**config.mk**
```make
export PLATFORM = sky130hd
export DESIGN_NAME = regfile_writeback_queue_flat
export DESIGN_NICKNAME = d
export VERILOG_FILES = /design/src/rtl/regfile_writeback_queue_if.sv /design/src/rtl/regfile_writeback_queue.sv /design/src/flat_wrapper.sv
export SDC_FILE = /design/constraint.sdc
export NUM_CORES = 1
export LEC_CHECK = 0
export ABC_CLOCK_PERIOD_IN_PS = 3240
export BUFFER_PORTS_ARGS = -buffer_cell sky130_fd_sc_hd__buf_2
export CORE_UTILIZATION = 60
export CTS_CLUSTER_DIAMETER = 30
export DETAILED_ROUTE_END_ITERATION = 10
export PLACE_DENSITY = 0.78
export SKIP_LAST_GASP = 1
export SYNTH_ARGS = -nofsm -noshare
export SYNTH_HDL_FRONTEND = slang
export SYNTH_SLANG_ARGS = --single-unit
```
**constraint.sdc**
```tcl
create_clock -name clock -period 3.24 [get_ports clock]
set_clock_uncertainty 0.2 [all_clocks]
set_input_delay 0.162 -clock clock [delete_from_list [all_inputs] [get_ports clock]]
set_output_delay 0.162 -clock clock [all_outputs]
set_load 0.01 [all_outputs]
```
**src/rtl/regfile_writeback_queue_if.sv**
```systemverilog
`default_nettype none
// ============================================================================
// Module  : regfile_writeback_queue_if
// Brief   : Bus bundle for the register-file writeback queue. It carries the
//           producer handshake, the register-file write port, the two
//           forwarding lookups and the occupancy status.
// Revision: 1.0 - initial release
// ============================================================================
interface regfile_writeback_queue_if #(
  parameter int DEPTH  = 4,
  parameter int DATA_W = 32,
  parameter int ADDR_W = 5
);
  localparam int CNT_W = $clog2(DEPTH + 1);

  logic              wb_valid;
  logic              wb_ready;
  logic [ADDR_W-1:0] wb_addr;
  logic [DATA_W-1:0] wb_data;
  logic              rf_port_busy;
  logic              rf_write_enable;
  logic [ADDR_W-1:0] rf_write_address;
  logic [DATA_W-1:0] rf_write_data;
  logic [ADDR_W-1:0] lookup_addr_1;
  logic [ADDR_W-1:0] lookup_addr_2;
  logic              fwd_hit_1;
  logic [DATA_W-1:0] fwd_data_1;
  logic              fwd_hit_2;
  logic [DATA_W-1:0] fwd_data_2;
  logic [CNT_W-1:0]  count;
  logic              empty;

  // Producer / register-file / reader side
  modport master (
    output wb_valid, wb_addr, wb_data, rf_port_busy, lookup_addr_1, lookup_addr_2,
    input  wb_ready, rf_write_enable, rf_write_address, rf_write_data,
    input  fwd_hit_1, fwd_data_1, fwd_hit_2, fwd_data_2, count, empty
  );

  // Queue side
  modport slave (
    input  wb_valid, wb_addr, wb_data, rf_port_busy, lookup_addr_1, lookup_addr_2,
    output wb_ready, rf_write_enable, rf_write_address, rf_write_data,
    output fwd_hit_1, fwd_data_1, fwd_hit_2, fwd_data_2, count, empty
  );
endinterface
`default_nettype wire

```
**src/rtl/regfile_writeback_queue.sv**
```systemverilog
`default_nettype none
// ============================================================================
// Module  : regfile_writeback_queue
// Brief   : Small FIFO of pending register writebacks draining one write per
//           cycle into the register file through a registered output stage,
//           with youngest-first forwarding for two read addresses.
// Revision: 1.0 - initial release
// ============================================================================
module regfile_writeback_queue #(
  parameter int DEPTH  = 4,
  parameter int DATA_W = 32,
  parameter int ADDR_W = 5
) (
  input wire clock,
  input wire Reset,
  regfile_writeback_queue_if.slave bus
);
  localparam int PTR_W = $clog2(DEPTH);
  localparam int CNT_W = $clog2(DEPTH + 1);
  localparam logic [CNT_W-1:0] c_full_cnt = CNT_W'(DEPTH);

  logic [ADDR_W-1:0] r_addr [DEPTH];
  logic [DATA_W-1:0] r_data [DEPTH];
  logic [PTR_W-1:0]  r_wptr;
  logic [PTR_W-1:0]  r_rptr;
  logic [CNT_W-1:0]  r_count;
  logic              r_we;
  logic [ADDR_W-1:0] r_waddr;
  logic [DATA_W-1:0] r_wdata;

  logic w_ready;
  logic w_push;
  logic w_pop;

  // Ready depends on occupancy only; writes to register 0 handshake but are dropped
  assign w_ready = (r_count != c_full_cnt);
  assign w_push  = bus.wb_valid & w_ready & (bus.wb_addr != '0);
  assign w_pop   = (r_count != '0) & ~bus.rf_port_busy;

  // Entry storage: written at the write pointer on an accepted push
  always_ff @(posedge clock) begin
    if (w_push) begin
      r_addr[r_wptr] <= bus.wb_addr;
      r_data[r_wptr] <= bus.wb_data;
    end
  end

  // Pointers, occupancy and the registered output stage
  always_ff @(posedge clock) begin
    if (Reset) begin
      r_wptr  <= '0;
      r_rptr  <= '0;
      r_count <= '0;
      r_we    <= 1'b0;
      r_waddr <= '0;
      r_wdata <= '0;
    end else begin
      if (w_push) begin
        r_wptr <= r_wptr + 1'b1;
      end
      if (w_pop) begin
        r_rptr  <= r_rptr + 1'b1;
        r_waddr <= r_addr[r_rptr];
        r_wdata <= r_data[r_rptr];
      end
      r_we    <= w_pop;
      r_count <= r_count + CNT_W'(w_push) - CNT_W'(w_pop);
    end
  end

  logic [ADDR_W-1:0] w_lk_addr [2];
  assign w_lk_addr[0] = bus.lookup_addr_1;
  assign w_lk_addr[1] = bus.lookup_addr_2;

  for (genvar p = 0; p < 2; p++) begin : g_fwd
    logic              w_hit;
    logic [DATA_W-1:0] w_val;
    logic [PTR_W-1:0]  w_idx;

    // Scan oldest-to-youngest so the youngest matching entry wins; the
    // output stage is the oldest candidate and is considered first
    always_comb begin
      w_hit = 1'b0;
      w_val = '0;
      w_idx = '0;
      if (r_we && (r_waddr == w_lk_addr[p])) begin
        w_hit = 1'b1;
        w_val = r_wdata;
      end
      for (int k = 0; k < DEPTH; k++) begin
        w_idx = r_rptr + PTR_W'(k);
        if ((CNT_W'(k) < r_count) && (r_addr[w_idx] == w_lk_addr[p])) begin
          w_hit = 1'b1;
          w_val = r_data[w_idx];
        end
      end
      if (w_lk_addr[p] == '0) begin
        w_hit = 1'b0;
        w_val = '0;
      end
    end
  end

  assign bus.wb_ready         = w_ready;
  assign bus.rf_write_enable  = r_we;
  assign bus.rf_write_address = r_waddr;
  assign bus.rf_write_data    = r_wdata;
  assign bus.fwd_hit_1        = g_fwd[0].w_hit;
  assign bus.fwd_data_1       = g_fwd[0].w_val;
  assign bus.fwd_hit_2        = g_fwd[1].w_hit;
  assign bus.fwd_data_2       = g_fwd[1].w_val;
  assign bus.count            = r_count;
  assign bus.empty            = (r_count == '0);
endmodule
`default_nettype wire

```
**src/flat_wrapper.sv**
```systemverilog
// flat-port wrapper written by rule: the top's interface ports become plain ports
module regfile_writeback_queue_flat 
#(
  parameter int DEPTH  = 4,
  parameter int DATA_W = 32,
  parameter int ADDR_W = 5
)
  (clock, Reset, bus_wb_valid, bus_wb_addr, bus_wb_data, bus_rf_port_busy, bus_lookup_addr_1, bus_lookup_addr_2, bus_wb_ready, bus_rf_write_enable, bus_rf_write_address, bus_rf_write_data, bus_fwd_hit_1, bus_fwd_data_1, bus_fwd_hit_2, bus_fwd_data_2, bus_count, bus_empty);
  regfile_writeback_queue_if #(.DEPTH(DEPTH), .DATA_W(DATA_W), .ADDR_W(ADDR_W)) bus_i ();
  input wire clock;
  input wire Reset;
  input wire logic [$bits(bus_i.wb_valid)-1:0] bus_wb_valid;
  input wire logic [$bits(bus_i.wb_addr)-1:0] bus_wb_addr;
  input wire logic [$bits(bus_i.wb_data)-1:0] bus_wb_data;
  input wire logic [$bits(bus_i.rf_port_busy)-1:0] bus_rf_port_busy;
  input wire logic [$bits(bus_i.lookup_addr_1)-1:0] bus_lookup_addr_1;
  input wire logic [$bits(bus_i.lookup_addr_2)-1:0] bus_lookup_addr_2;
  output wire logic [$bits(bus_i.wb_ready)-1:0] bus_wb_ready;
  output wire logic [$bits(bus_i.rf_write_enable)-1:0] bus_rf_write_enable;
  output wire logic [$bits(bus_i.rf_write_address)-1:0] bus_rf_write_address;
  output wire logic [$bits(bus_i.rf_write_data)-1:0] bus_rf_write_data;
  output wire logic [$bits(bus_i.fwd_hit_1)-1:0] bus_fwd_hit_1;
  output wire logic [$bits(bus_i.fwd_data_1)-1:0] bus_fwd_data_1;
  output wire logic [$bits(bus_i.fwd_hit_2)-1:0] bus_fwd_hit_2;
  output wire logic [$bits(bus_i.fwd_data_2)-1:0] bus_fwd_data_2;
  output wire logic [$bits(bus_i.count)-1:0] bus_count;
  output wire logic [$bits(bus_i.empty)-1:0] bus_empty;
  assign bus_i.wb_valid = bus_wb_valid;
  assign bus_i.wb_addr = bus_wb_addr;
  assign bus_i.wb_data = bus_wb_data;
  assign bus_i.rf_port_busy = bus_rf_port_busy;
  assign bus_i.lookup_addr_1 = bus_lookup_addr_1;
  assign bus_i.lookup_addr_2 = bus_lookup_addr_2;
  assign bus_wb_ready = bus_i.wb_ready;
  assign bus_rf_write_enable = bus_i.rf_write_enable;
  assign bus_rf_write_address = bus_i.rf_write_address;
  assign bus_rf_write_data = bus_i.rf_write_data;
  assign bus_fwd_hit_1 = bus_i.fwd_hit_1;
  assign bus_fwd_data_1 = bus_i.fwd_data_1;
  assign bus_fwd_hit_2 = bus_i.fwd_hit_2;
  assign bus_fwd_data_2 = bus_i.fwd_data_2;
  assign bus_count = bus_i.count;
  assign bus_empty = bus_i.empty;
  regfile_writeback_queue #(.DEPTH(DEPTH), .DATA_W(DATA_W), .ADDR_W(ADDR_W)) u_core (.clock(clock), .Reset(Reset), .bus(bus_i));
endmodule
```
-- Word level (Yosys, flattened, before mapping)
Memory sizes are Yosys's and may differ from the RTL's. A register that Yosys moved wholly into a read port is not among the register bits.
Index checks and enable logic that the tools add are counted.
- flip-flop bits (word level): 45
- output and inout bits: 109
- RAM bits: 148
- memories kept: 2
- memories (name ; depth ; width ; rd ports ; clocked after Yosys merged registers in ; write ports ; RTL line ; source):
    u_core.r_data ; 4 ; 32 ; 4 ; 1 ; 1 ; regfile_writeback_queue.sv:23 ; logic [DATA_W-1:0] r_data [DEPTH];
    u_core.r_addr ; 4 ; 5 ; 4 ; 1 ; 1 ; regfile_writeback_queue.sv:22 ; logic [ADDR_W-1:0] r_addr [DEPTH];
- mux-type cells: 30
- reductions and logical operators: 15
- magnitude comparators: 4
- bitwise gates (word level): 4
- add/subtract/negate cells: 6
- eq/ne operators: 11
- operator list (kind ; count):
    two-way mux 32 bit ; 12
    equality test 5 bit ; 10
    two-way mux 1 bit ; 14
    logical AND 1 bit ; 10
    zero test 5 bit ; 2
    two-way mux 2 bit ; 4
    < comparator 1 x 3 -> 1 bit, first input constant ; 2
    < comparator 2 x 3 -> 1 bit, first input constant ; 2
    nonzero test 5 bit ; 1
    adder 2 x 1 -> 2 bit, second input constant ; 2
    adder 2 bit, second input constant ; 2
    adder 3 x 1 -> 3 bit ; 1
    bitwise AND 1 bit ; 3
    zero test 3 bit ; 1
    != test 3 bit, second input constant ; 1
    nonzero test 3 bit ; 1
    subtractor 3 x 1 -> 3 bit ; 1
    inverter 1 bit ; 1

-- Depth between registers and ports, before layout
Gate-level depths: netlist of run 1.
- depth in word-level cells: 8
- depth in mapped cells: 10

-- Worst setup path after synthesis of run 1
No wires, ideal clock.
- path type: reg-to-reg
- start: register u_core.r_count[1], in the netlist u_core.bus.count[1]
- end: memory u_core.r_addr[1][0] (enable)
- required time: 2.642 ns
- setup time: 0.398 ns
- setup slack: 0.594 ns
- clock period less this slack: 2.646 ns
- arrival time: 2.048 ns
- cell stages (with the launch flop): 6
- cell sequence: dfxtp_1 inv_1 nand3_1 nand2_1 a21oi_1 and2_1
- cells in the longest elaborated chain, start to end: 5
- RTL lines (item ; RTL line ; source):
    from (decl) ; regfile_writeback_queue.sv:26 ; logic [CNT_W-1:0] r_count;
    from (signal assigned) ; regfile_writeback_queue.sv:67 ; r_count <= r_count + CNT_W'(w_push) - CNT_W'(w_pop);
    != test 3 bit ; regfile_writeback_queue.sv:36 ; assign w_ready = (r_count != c_full_cnt);
    net bus_wb_ready ; flat_wrapper.sv:18 ; output wire logic [$bits(bus_i.wb_ready)-1:0] bus_wb_ready;
    bitwise AND 1 bit (2 in a row) ; regfile_writeback_queue.sv:37 ; assign w_push = bus.wb_valid & w_ready & (bus.wb_addr != '0);
    net u_core.w_push ; regfile_writeback_queue.sv:32 ; logic w_push;
    two-way mux 1 bit ; regfile_writeback_queue.sv:42 ; if (w_push) begin
    two-way mux 1 bit (not written as such) ; regfile_writeback_queue.sv:43 ; r_addr[r_wptr] <= bus.wb_addr;
    to (decl) ; regfile_writeback_queue.sv:22 ;
The timed path passes the listed nets, and every way through them passes these cells.

-- Worst setup path in the final report of run 1
- start: register u_core.r_rptr[0]
- end: output bus_fwd_data_2[13]
- cells in the longest elaborated chain, start to end: 8
- RTL lines (item ; RTL line ; source):
    from (decl) ; regfile_writeback_queue.sv:25 ; logic [PTR_W-1:0] r_rptr;
    from (signal assigned) ; regfile_writeback_queue.sv:62 ; r_rptr <= r_rptr + 1'b1;
    adder 2 x 1 -> 2 bit ; regfile_writeback_queue.sv:91 ; w_idx = r_rptr + PTR_W'(k);
    memory read (4 x 5 bit) ; -- ;
    equality test 5 bit ; regfile_writeback_queue.sv:92 ; if ((CNT_W'(k) < r_count) && (r_addr[w_idx] == w_lk_addr[p])) begin
    logical AND 1 bit ; regfile_writeback_queue.sv:92 ;
    two-way mux 32 bit (2 in a row) ; regfile_writeback_queue.sv:92 ;
    two-way mux 32 bit * ; regfile_writeback_queue.sv:92 ;
    two-way mux 32 bit * ; regfile_writeback_queue.sv:97 ; if (w_lk_addr[p] == '0) begin
    to (decl) ; flat_wrapper.sv:25 ; output wire logic [$bits(bus_i.fwd_data_2)-1:0] bus_fwd_data_2;
Every way passes the cells marked *; elsewhere a longest branch is shown, timed or not.

==> results of run 1 <==
-- state kept, by name, indices dropped and copies added (netlist names), named ones only --
name                         cells
u_core.bus.count                 3
u_core.bus.rf_write_address      5
u_core.bus.rf_write_data        32
u_core.bus.rf_write_enable       1
u_core.r_addr                   20
u_core.r_data                  128
u_core.r_rptr                    2
u_core.r_wptr                    2
-- placed cells by master, fill, tap and decap left out, types with 3 or more instances in the layout --
cell type and count:
buf_4 60, clkbuf_16 21, xnor2_1 24, a221oi_4 18, nor3_1 3, buf_2 159, mux4_2 147, a32oi_2 4
buf_6 11, dfxtp_1 43, nor2_1 77, nand3_1 4, a21oi_1 40, ha_1 8, or2_2 34, inv_1 10
a221oi_2 43, dfxtp_4 4, buf_12 29, nor2_2 3, inv_6 4, a32oi_1 28, xor2_2 5, dlygate4sd3_1 38
xor2_1 30, o31ai_2 60, nand2_1 79, a22oi_1 31, nand4_1 4, a221oi_1 3, o31ai_4 3, edfxtp_1 148
and2_2 4, mux2i_1 9
-- stage by stage --
stage / std cells / setup TNS [ns] / power [mW]
6_report: 1518 / -10.01 / 11.04
5_1_grt: 1518 / -16.85 / 11.46
4_1_cts: 1486 / -6.155 / 10.59
3_5_place_dp: 1394 / -0.1023 / 8.184
3_3_place_gp: 1394 / -0.04553 / 8.067
2_1_floorplan: 1010 / 0 / 6.932
-- logic make-up (layout without fill, tap and decap cells) --
logic type	after synthesis	after routing	share of synthesized area [%]
flops	195	195	39.33
simple gates	231	231	7.804
buf+inv	118	346	4.971
fa+ha+maj	9	9	0.8773
compound gates	242	242	18.40
mux	156	156	24.84
xor+xnor	59	59	3.774
-- synthesized netlist by cell type (all sizes together) (35+ instances only) --
master / number
or2: 35
dfxtp: 47
mux4: 147
nor2: 81
a221oi: 64
edfxtp: 148
o31ai: 64
xor2: 35
buf: 60
nand2: 81
a21oi: 42
clkbuf: 48
-- routing by layer --
metal | vias to the layer above | part of all wire, % | global-route usage, %
li1 | 4570 | - | -
met1 | 5548 | 35 | 45.16
met2 | 1038 | 48 | 57.69
met3 | 187 | 13 | 7.655
met4 | 0 | 5.1 | 20.11
met5 | - | 0 | 0
-- power by group through the flow --
stage | combinational (mW) | sequential, mW | clock [mW]
6_report | 5.34 | 3.51 | 2.18
5_1_grt | 5.64 | 3.55 | 2.27
3_3_place_gp | 4.54 | 3.52 | 0
4_1_cts | 4.96 | 3.46 | 2.17
2_1_floorplan | 3.49 | 3.44 | 0
3_5_place_dp | 4.64 | 3.55 | 0
-- critical path, delay by kind of cell (launching register included) --
family                    cells  cell delay, ns
buffers and inverters         4            0.89
and+or+nand+nor               2            0.17
DFF                           1            0.41
xor gates and xnor gates      1            0.23
AOI/OAI and AO/OA             2            0.41
muxes                         1            0.56
-- timing repair --
action / 4_1_cts / 5_1_grt
endpoints found under the setup margin: 66 / 66
buffers inserted: 20 / 27
cloned: 2 / 5
resized for setup: 46 / 45
pin swaps: 10 / 8
hold endpoints to repair: 149 / 0
hold buffers: 38 / 0
-- layout make-up --
class | instances | share of cell area [%]
multi-input cells | 697 | 47.64
flip-flops and latches | 195 | 31.80
repair buffers | 304 | 14.79
clock buffers | 19 | 2.667
well taps | 280 | 2.063
clock inverters | 13 | 0.8325
inverters | 10 | 0.2210
-- worst paths after layout --
kind,end,cells after the start
worst max register to register,u_core.bus.count[1],7
worst max-delay path,bus_fwd_data_2[13],10
worst min register to register,u_core.bus.rf_write_data[1],2
worst min-delay path,u_core.bus.rf_write_enable,2
==> results.txt, run 1 <==
The flow ran to the end, but the final reports show violations. The final reports fail on negative setup slack. The layout overhead on the synthesized area is 24.04%.

The layout net count came out at roughly 1.3k. The initial standard-cell utilization of the core is between 60% and 70%. The number of max-slew violations in the final report came out at 0. The number of synthesized register bits came out at 195. After technology mapping, the gate count stands at about 1.0k. The largest incremental delay on the critical path came out at between 0.5 and 0.6 ns. The via count of the first global-routing pass came out at between 10k and 15k. The number of hold violations in the final report is 0. Of the total power, the share spent switching nets is between 30% and 40%.

In the routed design, unresolved DRC markers number 0. The antenna diode instance count is 0. Setup slack on the critical path of the routed design comes to -0.2490 ns. The post-synthesis instance area came out at 13690 um2. The part of the total power dissipated in combinational logic came out at between 40% and 50%. The first-pass iteration count of the detailed router came out at 7. The number of standard-cell rows in the floorplan is 54. The initial antenna violation count came to 0. STA classifies the critical path endpoint as an output pin.

The total congestion overflow after global routing came out at 0. The width of the die is approximately 150 um. The synthesized design devotes to its leading area cell type between 30% and 40% of total area. Sorting the synthesized cells by area gives the leading types as edfxtp_1, mux4_2, dfxtp_1. The worst hold path belongs to the class primary input to flop. The net count of the mapped netlist is roughly 1.1k. The count of flip-flops with a built-in enable after synthesis is 148. The total non-filler cell area in the finished layout came out at ~17000 um2. The total global-route track usage is a little over a third. The detailed router finished its first iteration with about 1.5k violations. The transition time of the tightest slew-check pin came out at approximately 1.1 ns. Headroom to the max-slew limit came out at roughly 29%. The core region is ~22000 um2.

The number of max-capacitance violations reported is 0. Yosys printed 0 warnings. The worst ir drop on vdd came out at 408.0 uV.

The power density over the cells came out at ~650 nW/um2. The cell sitting at the root of the clock tree is a clkbuf_16. Data on the critical path arrives at its endpoint at ~3.1 ns.

The maximum achievable frequency came out at about 290 MHz. The area after detailed placement came out at roughly 15000 um2. The first-pass GRT wire length came out at 63280 um. Clock tree synthesis found a total of around 200 sinks. The proportion of layout cells with a drive suffix above 1 came out at between 50 and 60%. The slowest cell on the critical path is mux4_2.

Counting along the longest clock path gives a buffer depth of 2. The hold path startpoint is Reset. The placement-stage worst setup slack came out at -0.08197 ns. The post-layout minimum cycle time is 3.489 ns.

In the synthesized netlist the dominant register cell turns out to be edfxtp_1. The critical path goes through buf_12, mux4_2, xor2_2, nor3_4, buf_4, o21ai_2, bufbuf_16, nor2_1, o31ai_2, buf_2. The startpoint identified for the worst register-to-register timing path is u_core.bus.count[0].

The routed layout has between 10k and 15k vias. For the worst-skew pair, the clock arrives at the later sink with an insertion delay of between 0.4 and 0.5 ns. The share of flip-flops with an asynchronous set or reset after synthesis is 0%.

The worst setup path is of the flop to output pin kind. The average instance in the mapped netlist occupies roughly 14 um2. The area taken by multi-input logic gates came out at 8090 um2.

The sum of net half-perimeters after detailed placement came out at roughly 24000 um. The post-synthesis cell type with the largest combined area is edfxtp_1. STA classifies the critical path startpoint as a flop. In the final routed layout, each cell accounts on average for ~29 um. The number of port buffers is 159. Fill cells in the final layout number 1257. The largest fanout of any net on the critical path came out at 16.

Setup repair after global routing could not meet its margin everywhere. Dividing the detail-routed via count by the number of cells gives 7.472. The share of the core filled with cells came out at 76.87%. The number of buffers created by CTS came out at 17. The final hold slack is around 0.19 ns. The total length of routed wires came out at ~44000 um.

The internal cell power is 6.690 mW. The endpoint required time on the critical path is ~2.9 ns. The number of routed nets with antenna violations came out at 0. TritonCTS built the clock tree. The sequential share of power came out at 31.8%. For this design the total switching power over the nets is 4.348 mW. The pin count of the biggest net entering global routing came out at 53. The final estimated routing congestion in global placement is just over 0.9. The register-to-register setup slack came out at a little over 0.8 ns. After synthesis, the netlist uses 48 different library cells.

The sequential standard cell area came out at approximately 5400 um2. The die covers between 20000 and 25000 um2. The share of total power dissipated in the clock network is 19.8%.

The sequential element share of the synthesized area is around two fifths. between 150 and 200 I/O pins were placed. The critical path starts at u_core.r_rptr[0]. The share of the clock period used by the worst path came out at 107.7%. The level count of the clock H-tree is 4. The analysis attributes to cell leakage a power of 5.905 nW. The setup violation total in the final timing report came out at 66. The die is ~150 um tall. The clock edge transition at the registers on the reported setup and hold paths is approximately 0.070 ns.
Note: power is estimated with default switching activity, not from simulation.
==> run 2: changes to the inputs <==
--- a/config.mk
+++ b/config.mk
@@ -6,12 +6,14 @@
 export NUM_CORES = 1
 export LEC_CHECK = 0
 export ABC_CLOCK_PERIOD_IN_PS = 3240
-export BUFFER_PORTS_ARGS = -buffer_cell sky130_fd_sc_hd__buf_2
+export BUFFER_PORTS_ARGS = -buffer_cell sky130_fd_sc_hd__clkbuf_2
 export CORE_UTILIZATION = 60
 export CTS_CLUSTER_DIAMETER = 30
 export DETAILED_ROUTE_END_ITERATION = 10
 export PLACE_DENSITY = 0.78
+export SKIP_CTS_REPAIR_TIMING = 1
 export SKIP_LAST_GASP = 1
 export SYNTH_ARGS = -nofsm -noshare
 export SYNTH_HDL_FRONTEND = slang
 export SYNTH_SLANG_ARGS = --single-unit
+export TNS_END_PERCENT = 1
==> run 2 against run 1 <==
Net effect: the flow still finishes with violations (negative setup slack); power down 1.5%; combinational power down 1%; first-iteration DRC count up 2.9%; final cell count about the same; sequential share of layout area up 0.81 points; hold slack worse by 0.16 ns; wire length down 1.7%; setup slack worse by 0.046 ns; register-to-register slack better by 0.02 ns; global-route usage down 2.2 points; critical path type unchanged; highest routed layer unchanged.
==> results.txt, run 2 (synthesis gave the netlist of run 1 again) <==
The switching power is 4.284 mW (was 4.348 mW). The worst ir drop on vdd is 409.9 uV (was 408.0 uV). The worst hold path stage count came to 5 (was 2). The pin count of the biggest net entering global routing is 61 (was 53). The share of total power consumed by net switching came out at 39.41% (was 39.39%). The initial antenna violation count is 1 (was 0). The arrival time of data at the critical path endpoint was 3.17 ns (was 3.13 ns).

The number of remaining DRC errors is 0 (unchanged). The sort of element at the start of the critical path is a flop (unchanged). The initial standard-cell utilization of the core came out at 61.97% (unchanged). The placement-stage worst setup slack came out at 0.008807 ns (was -0.08197 ns).

The startpoint-to-endpoint class of the critical path is flop to output pin (unchanged). The level count of the clock H-tree is 4 (unchanged). The internal cell power came out at 6.587 mW (was 6.690 mW). The first-pass iteration count of the detailed router came out at 6 (was 7). The layout net count was 1285 (unchanged). The kind of cell adding the most delay to the critical path was compound AO/OA/AOI/OAI gates (was buffers and inverters).

The static leakage power is 5.737 nW (was 5.905 nW). The met2 layer usage reported by global route came out at 54.14% (was 57.69%). The count of cell instances traversed by the critical path is 8 (was 10).

The part of the total power dissipated in combinational logic came out at 48.3% (was 48.4%). The class of the most critical hold timing path was primary input to flop (unchanged). The final hold slack came to 0.02382 ns (was 0.1867 ns).

The flip-flop count of the largest register, all copies and words added was 128 (unchanged). The share of the core filled with cells came out at 74.92% (was 76.87%). The via count was 11.49k (was 11.34k). The endpoint required time on the critical path is 2.88 ns (about the same). The power density over the cells is 656.7 nW/um2 (was 649.9 nW/um2). The maximum achievable frequency came out at 282.9 MHz (was 286.6 MHz). The worst max-slew margin expressed relative to the limit is 45.90% (was 28.73%). The clock sink count came out at 195 (unchanged). The endpoint kind of the worst setup timing path is an output pin (unchanged). The total global-route track usage came out at 33.57% (was 35.76%). The core footprint came to 22090 um2 (unchanged).

The combined buffer and inverter count along the critical path is 2 (was 4). The number of max-capacitance violations reported is 0 (unchanged). The proportion of layout cells with a drive suffix above 1 is 51.53% (was 52.34%).

The area enclosed by the die boundary came out at 23430 um2 (unchanged). The transition time of the tightest slew-check pin is 0.8115 ns (was 1.069 ns). The share of the clock period used by the worst path was 109.1% (was 107.7%).

The met1 layer usage reported by global route came out at 44.42% (was 45.16%). The post-layout minimum cycle time is 3.535 ns (was 3.489 ns). The largest buffer count on any clock path is 2 (unchanged). The total congestion overflow after global routing is 0 (unchanged).

The number of fill cells in the layout came out at 1293 (was 1257). The first-pass GRT wire length is 59400 um (was 63280 um). The number of ports placed on the die boundary came out at 160 (unchanged). The TritonCTS clock tree was done (unchanged). The largest incremental delay on the critical path is 0.56 ns (about the same).

The startpoint of the most critical register-to-register path is u_core.bus.count[0] (unchanged). The hold path startpoint is bus_wb_valid (was Reset). Failing checks: negative setup slack (unchanged).

Most frequent cells in the layout: clkbuf_2, edfxtp_1, mux4_2 (was buf_2, edfxtp_1, mux4_2). The layout overhead on the synthesized area is 20.90% (was 24.04%). The sum of net half-perimeters after detailed placement is 25390 um (was 24420 um). The endpoint of the most critical register-to-register path is u_core.bus.count[1] (unchanged). The relative contribution of the clock network to total power was 19.3% (was 19.8%). The largest fanout of any net on the critical path was 7 (was 16). The number of DRC violations after detailed-routing iteration 0 came out at 1543 (was 1499). The number of vias per cell is 7.566 (was 7.472). The number of standard-cell rows in the floorplan is 54 (unchanged). The number of hold violations in the final report was 0 (unchanged). The top register by number of flip-flops is u_core.r_data (unchanged). The later-pin clock latency in the skew report is 0.44 ns (was 0.45 ns). Unrepaired setup endpoints after global routing: yes (unchanged).

The final estimated routing congestion in global placement came out at 0.9125 (was 0.9132). The worst hold path endpoint is u_core.r_wptr[0] (was u_core.bus.rf_write_enable). The count of cells along the worst register-to-register path was 7 (unchanged). The most common library cell in the layout ignoring fill and taps is clkbuf_2 (was buf_2).

The total length of routed wires is 43520 um (was 44260 um). The slowest cell on the critical path is mux4_2 (unchanged). The number of max-slew violations in the final report came to 0 (unchanged). The number of routed nets with antenna violations came out at 0 (unchanged). The register-to-register setup slack came to 0.85 ns (was 0.83 ns). The via count of the first global-routing pass came out at 10.42k (was 11.10k). The met3 track demand over resource came out at 6.521% (was 7.655%). The number of buffers created by CTS came out at 17 (unchanged). The busiest layer in global routing is met2 (unchanged). The vertical die dimension came to 153.1 um (unchanged). The buffer cell driving the clock tree root is clkbuf_16 (unchanged).

The width of the die came out at 153.1 um (unchanged). The clock edge transition at the registers on the reported setup and hold paths came out at 0.08 ns (was 0.07 ns). The detail-routed net length per standard cell is 28.65 um (was 29.15 um).

Status: finished, violations left (unchanged). The number of port buffers came to 159 (unchanged). Worst path cell trace: mux4_2, xor2_1, nor4_2, buf_4, a21oi_4, a221oi_1, o31ai_1, clkbuf_2 (was buf_12, mux4_2, xor2_2, nor3_4, buf_4, o21ai_2, bufbuf_16, nor2_1, o31ai_2, buf_2). The setup violation total in the final timing report came out at 66 (unchanged). The final setup slack of the worst path is -0.2950 ns (was -0.2490 ns).

The sequential share of power came out at 32.3% (was 31.8%).
-- run 2: cell count changes in the layout (fill, tap and decap cells not counted), sizes merged --
cell	delta
clkbuf	+155
dlygate4sd3	-1
bufbuf	-2
diode	+1
clkinvlp	+2
buf	-154
-- run 2: cell type report --
cell class | instances | area [um2] | share of cell area, %
flip-flops and latches | 195 | 5398 | 32.61
well taps | 280 | 350.3 | 2.116
inverters | 10 | 37.54 | 0.2268
repair buffers | 304 | 2308 | 13.95
diodes | 1 | 2.502 | 0.01512
clock inverters | 15 | 147.6 | 0.8919
clock buffers | 17 | 425.4 | 2.570
multi-input cells | 697 | 7884 | 47.63
-- run 2: worst min-delay path, delay by kind of cell --
family,cells,cell delay [ns]
buf+inv,1,0.08
xor+xnor,1,0.17
compound gates,1,0.12
simple gates,2,0.09
-- run 2: metrics by stage --
stage	power, mW	std cells	cell area (um2)	TNS [ns]
after floorplan	6.932	1010	13690	0
after global placement	8.071	1398	14860	0
after detailed placement	8.191	1398	14860	0
after CTS	10.25	1430	15430	-25.76
after global routing	11.28	1519	16550	-18.23
final	10.87	1519	16550	-13.86
-- run 2: worst max-delay path by stage --
stage / from / endpoint / slack [ns]
floorplan: u_core.bus.count[1] / u_core.r_addr[1][0] / 0.59
global placement: u_core.r_rptr[0] / bus_fwd_hit_2 / 0.07
detailed placement: u_core.r_rptr[0] / bus_fwd_hit_2 / 0.009
CTS: u_core.r_rptr[0] / bus_fwd_data_1[1] / -0.48
global route: u_core.r_rptr[0] / bus_fwd_data_2[10] / -0.34
finish: u_core.r_addr[2][3] / bus_fwd_data_2[31] / -0.29
-- run 2: power groups by stage --
stage | clock network (mW) | logic [mW] | registers [mW]
after floorplan | 0 | 3.49 | 3.44
after global placement | 0 | 4.54 | 3.53
after detailed placement | 0 | 4.63 | 3.56
after CTS | 2.09 | 4.65 | 3.51
after global routing | 2.19 | 5.53 | 3.55
final | 2.10 | 5.26 | 3.52
-- run 2: metal layers --
metal,share of wire [%],up-vias
li1,-,4566
met1,35,5644
met2,48,1062
met3,12,221
met4,5.0,0
met5,0,-
==> run 3: changes to the inputs <==
==> constraint.sdc (replaced) <==
create_clock -name clock -period 3.24 [get_ports clock]
set_clock_uncertainty 0.2 [all_clocks]
set_input_delay 0.324 -clock clock [delete_from_list [all_inputs] [get_ports clock]]
set_output_delay 0.324 -clock clock [all_outputs]
set_load 0.01 [all_outputs]
==> run 3 against run 2 <==
Net effect: the run still ends with negative setup slack left; setup slack got worse by 0.11 ns; sequential power barely moved; global-route usage rose by 1.1 points; combinational power fell by 3%; non-clock buffer count fell by 20; clock power fell by 4%; register-to-register slack barely moved; utilization fell by 0.63 points; die area did not move; sequential share of layout area rose by 0.28 points; flip-flop and latch count did not move; critical path type unchanged; critical endpoint is now bus_fwd_data_2[18]; largest cell class unchanged.
==> results.txt, run 3 (synthesis gave the netlist of run 1 again) <==
Status: finished, violations left (unchanged). Failing checks: negative setup slack (unchanged). The share of the clock period used by the worst path came out at 112.5% (was 109.1%). The number of hold violations in the final report is 0 (unchanged). The number of remaining DRC errors is 0 (unchanged).

The level count of the clock H-tree is 4 (unchanged). Most frequent cells in the layout: clkbuf_2, edfxtp_1, mux4_2 (unchanged). The pin count of the biggest net entering global routing is 62 (was 61). The maximum achievable frequency is 274.3 MHz (was 282.9 MHz).

The count of cells along the worst register-to-register path is 9 (was 7). The initial antenna violation count is 0 (was 1). The count of cell instances traversed by the critical path is 9 (was 8). The layout overhead on the synthesized area is 19.88% (was 20.90%). The worst hold path stage count is 6 (was 5). The class of the most critical hold timing path was primary input to flop (unchanged). The number of max-capacitance violations reported came out at 0 (unchanged). The transition time of the tightest slew-check pin came to 0.8349 ns (was 0.8115 ns). The antenna diode instance count came out at 0 (was 1). The sort of element at the start of the critical path is a flop (unchanged).

The top register by number of flip-flops was u_core.r_data (unchanged). The placement-stage worst setup slack is 0.02162 ns (was 0.008807 ns). The via count is 11.13k (was 11.49k).

The final hold slack is 0.2247 ns (was 0.02382 ns). The layout net count came out at 1265 (was 1285). The flip-flop count of the largest register, all copies and words added is 128 (unchanged). The final non-filler cell total was 1498 (was 1519). The worst setup path endpoint was bus_fwd_data_2[18] (was bus_fwd_data_2[31]). The switching power is 4.183 mW (was 4.284 mW). The first-pass iteration count of the detailed router came out at 6 (unchanged). The placed cell count came out at 1407 (was 1398). By instance count, the cell type seen most on the critical path is buf_4. The number of ports placed on the die boundary came out at 160 (unchanged).

The width of the die came out at 153.1 um (unchanged). The total negative slack is -21.97 ns (was -13.86 ns). The most common library cell in the layout ignoring fill and taps was clkbuf_2 (unchanged). The total non-filler cell area in the finished layout came out at 16410 um2 (was 16550 um2). The area after detailed placement came to 14960 um2 (was 14860 um2).

The register-to-register setup slack came out at 0.86 ns (was 0.85 ns). The worst max-slew margin expressed relative to the limit is 44.34% (was 45.90%). The via count of the first global-routing pass is 10.58k (was 10.42k).

The largest incremental delay on the critical path is 0.58 ns (was 0.56 ns). The static leakage power was 5.653 nW (was 5.737 nW). The later-pin clock latency in the skew report came to 0.44 ns (about the same). The total length of routed wires is 42400 um (was 43520 um). The critical path startpoint is u_core.r_addr[3][3] (was u_core.r_addr[2][3]).

The TritonCTS clock tree is done (unchanged). The total global-route track usage is 34.69% (was 33.57%). The slowest cell on the critical path is mux4_2 (unchanged).

The endpoint kind of the worst setup timing path is an output pin (unchanged). The endpoint required time on the critical path is 2.72 ns (was 2.88 ns). The detail-routed net length per standard cell was 28.31 um (was 28.65 um). The kind of cell adding the most delay to the critical path is compound AO/OA/AOI/OAI gates (unchanged). The relative contribution of the clock network to total power came out at 19.0% (was 19.3%). Worst path cell trace: mux4_2, xor2_1, nor4_2, buf_4, a21oi_4, buf_4, a221oi_2, o31ai_4, clkbuf_2 (was mux4_2, xor2_1, nor4_2, buf_4, a21oi_4, a221oi_1, o31ai_1, clkbuf_2). The number of standard-cell rows in the floorplan was 54 (unchanged). The endpoint of the most critical register-to-register path is u_core.bus.count[2] (was u_core.bus.count[1]). The arrival time of data at the critical path endpoint came to 3.12 ns (was 3.17 ns).

The largest buffer count on any clock path came to 2 (unchanged). The setup violation total in the final timing report is 66 (unchanged). The buffer cell driving the clock tree root is clkbuf_16 (unchanged).

The number of vias per cell came out at 7.429 (was 7.566). The number of DRC violations after detailed-routing iteration 0 is 1472 (was 1543). The final estimated routing congestion in global placement is 0.9344 (was 0.9125).

The startpoint-to-endpoint class of the critical path was flop to output pin (unchanged). The combined buffer and inverter count along the critical path is 3 (was 2). The internal cell power was 6.421 mW (was 6.587 mW). The vertical die dimension was 153.1 um (unchanged).

The sum of net half-perimeters after detailed placement was 25910 um (was 25390 um). The number of max-slew violations in the final report is 0 (unchanged). The number of buffers created by CTS is 17 (unchanged). Unrepaired setup endpoints after global routing: yes (unchanged). The part of the total power dissipated in combinational logic came to 47.9% (was 48.3%). The clock sink count came to 195 (unchanged). The total congestion overflow after global routing came out at 0 (unchanged). The number of routed nets with antenna violations was 0 (unchanged).

The power density over the cells came out at 646.0 nW/um2 (was 656.7 nW/um2). The core footprint is 22090 um2 (unchanged). The area enclosed by the die boundary came out at 23430 um2 (unchanged). The proportion of layout cells with a drive suffix above 1 is 50.66% (was 51.53%). The clock edge transition at the registers on the reported setup and hold paths is 0.07 ns (was 0.08 ns). The sequential share of power was 33.1% (was 32.3%).

The post-layout minimum cycle time is 3.646 ns (was 3.535 ns). The largest fanout of any net on the critical path came out at 8 (was 7). The startpoint of the most critical register-to-register path is u_core.bus.count[0] (unchanged). The share of total power consumed by net switching came out at 39.45% (was 39.41%). The number of port buffers is 159 (unchanged).

The initial standard-cell utilization of the core is 61.97% (unchanged). The final setup slack of the worst path came out at -0.4055 ns (was -0.2950 ns). The first-pass GRT wire length came out at 61020 um (was 59400 um). The worst ir drop on vdd came to 454.8 uV (was 409.9 uV).
-- run 3: cell types whose count changed in the layout (fill, tap and decap cells not counted), sizes merged --
cell      before  now
bufinv         1    0
diode          1    0
clkinvlp       4    2
buf          106   84
clkbuf       178  182
inv           16   15
clkinv         4    6
-- run 3: cell type report --
type                       instances  area, um2
timing repair buffer             284       2161
clock inverter                    13      101.3
multi-input combinational        697       7924
fill                            1365       5679
clock buffer                      19      442.9
inverter                          10      37.54
tap                              280      350.3
sequential                       195       5398
-- run 3: through the flow --
stage / total power, mW / util [%]
3_3_place_gp: 8.123 / 67.73
2_1_floorplan: 6.932 / -
5_1_grt: 11.04 / 74.29
6_report: 10.60 / 74.29
4_1_cts: 10.23 / 70.19
3_5_place_dp: 8.258 / 67.73
-- run 3: power groups by stage --
stage          combinational, mW  clock (mW)  sequential, mW
5_1_grt                     5.39        2.10            3.55
4_1_cts                     4.73        2.00            3.50
3_5_place_dp                4.71           0            3.55
3_3_place_gp                4.60           0            3.52
2_1_floorplan               3.49           0            3.44
6_report                    5.08        2.02            3.51
-- run 3: worst min-delay path by stage --
stage	start	end	slack, ns
floorplan	bus_wb_addr[0]	u_core.r_addr[0][0]	0.22
global placement	u_core.bus.rf_write_data[0]	u_core.bus.rf_write_data[0]	0.28
detailed placement	u_core.bus.rf_write_data[0]	u_core.bus.rf_write_data[0]	0.29
CTS	bus_wb_data[24]	u_core.r_data[2][24]	-0.11
global route	bus_wb_valid	u_core.r_wptr[1]	0.29
finish	bus_wb_valid	u_core.r_wptr[0]	0.22
-- run 3: layer usage --
layer  global-route usage (%)  share of wire [%]  vias up
met1                    44.92                 35     5482
met5                        0                  0        -
li1                         -                  -     4524
met2                    56.58                 49      937
met4                    15.39                4.4        0
met3                    7.400                 12      185
-- run 3: tightest hold or removal path: stages --
cell	delay (ns)
clkbuf_2	0.08
nand2_1	0.05
a21oi_1	0.04
buf_4	0.16
xnor2_1	0.13
nor2_1	0.04
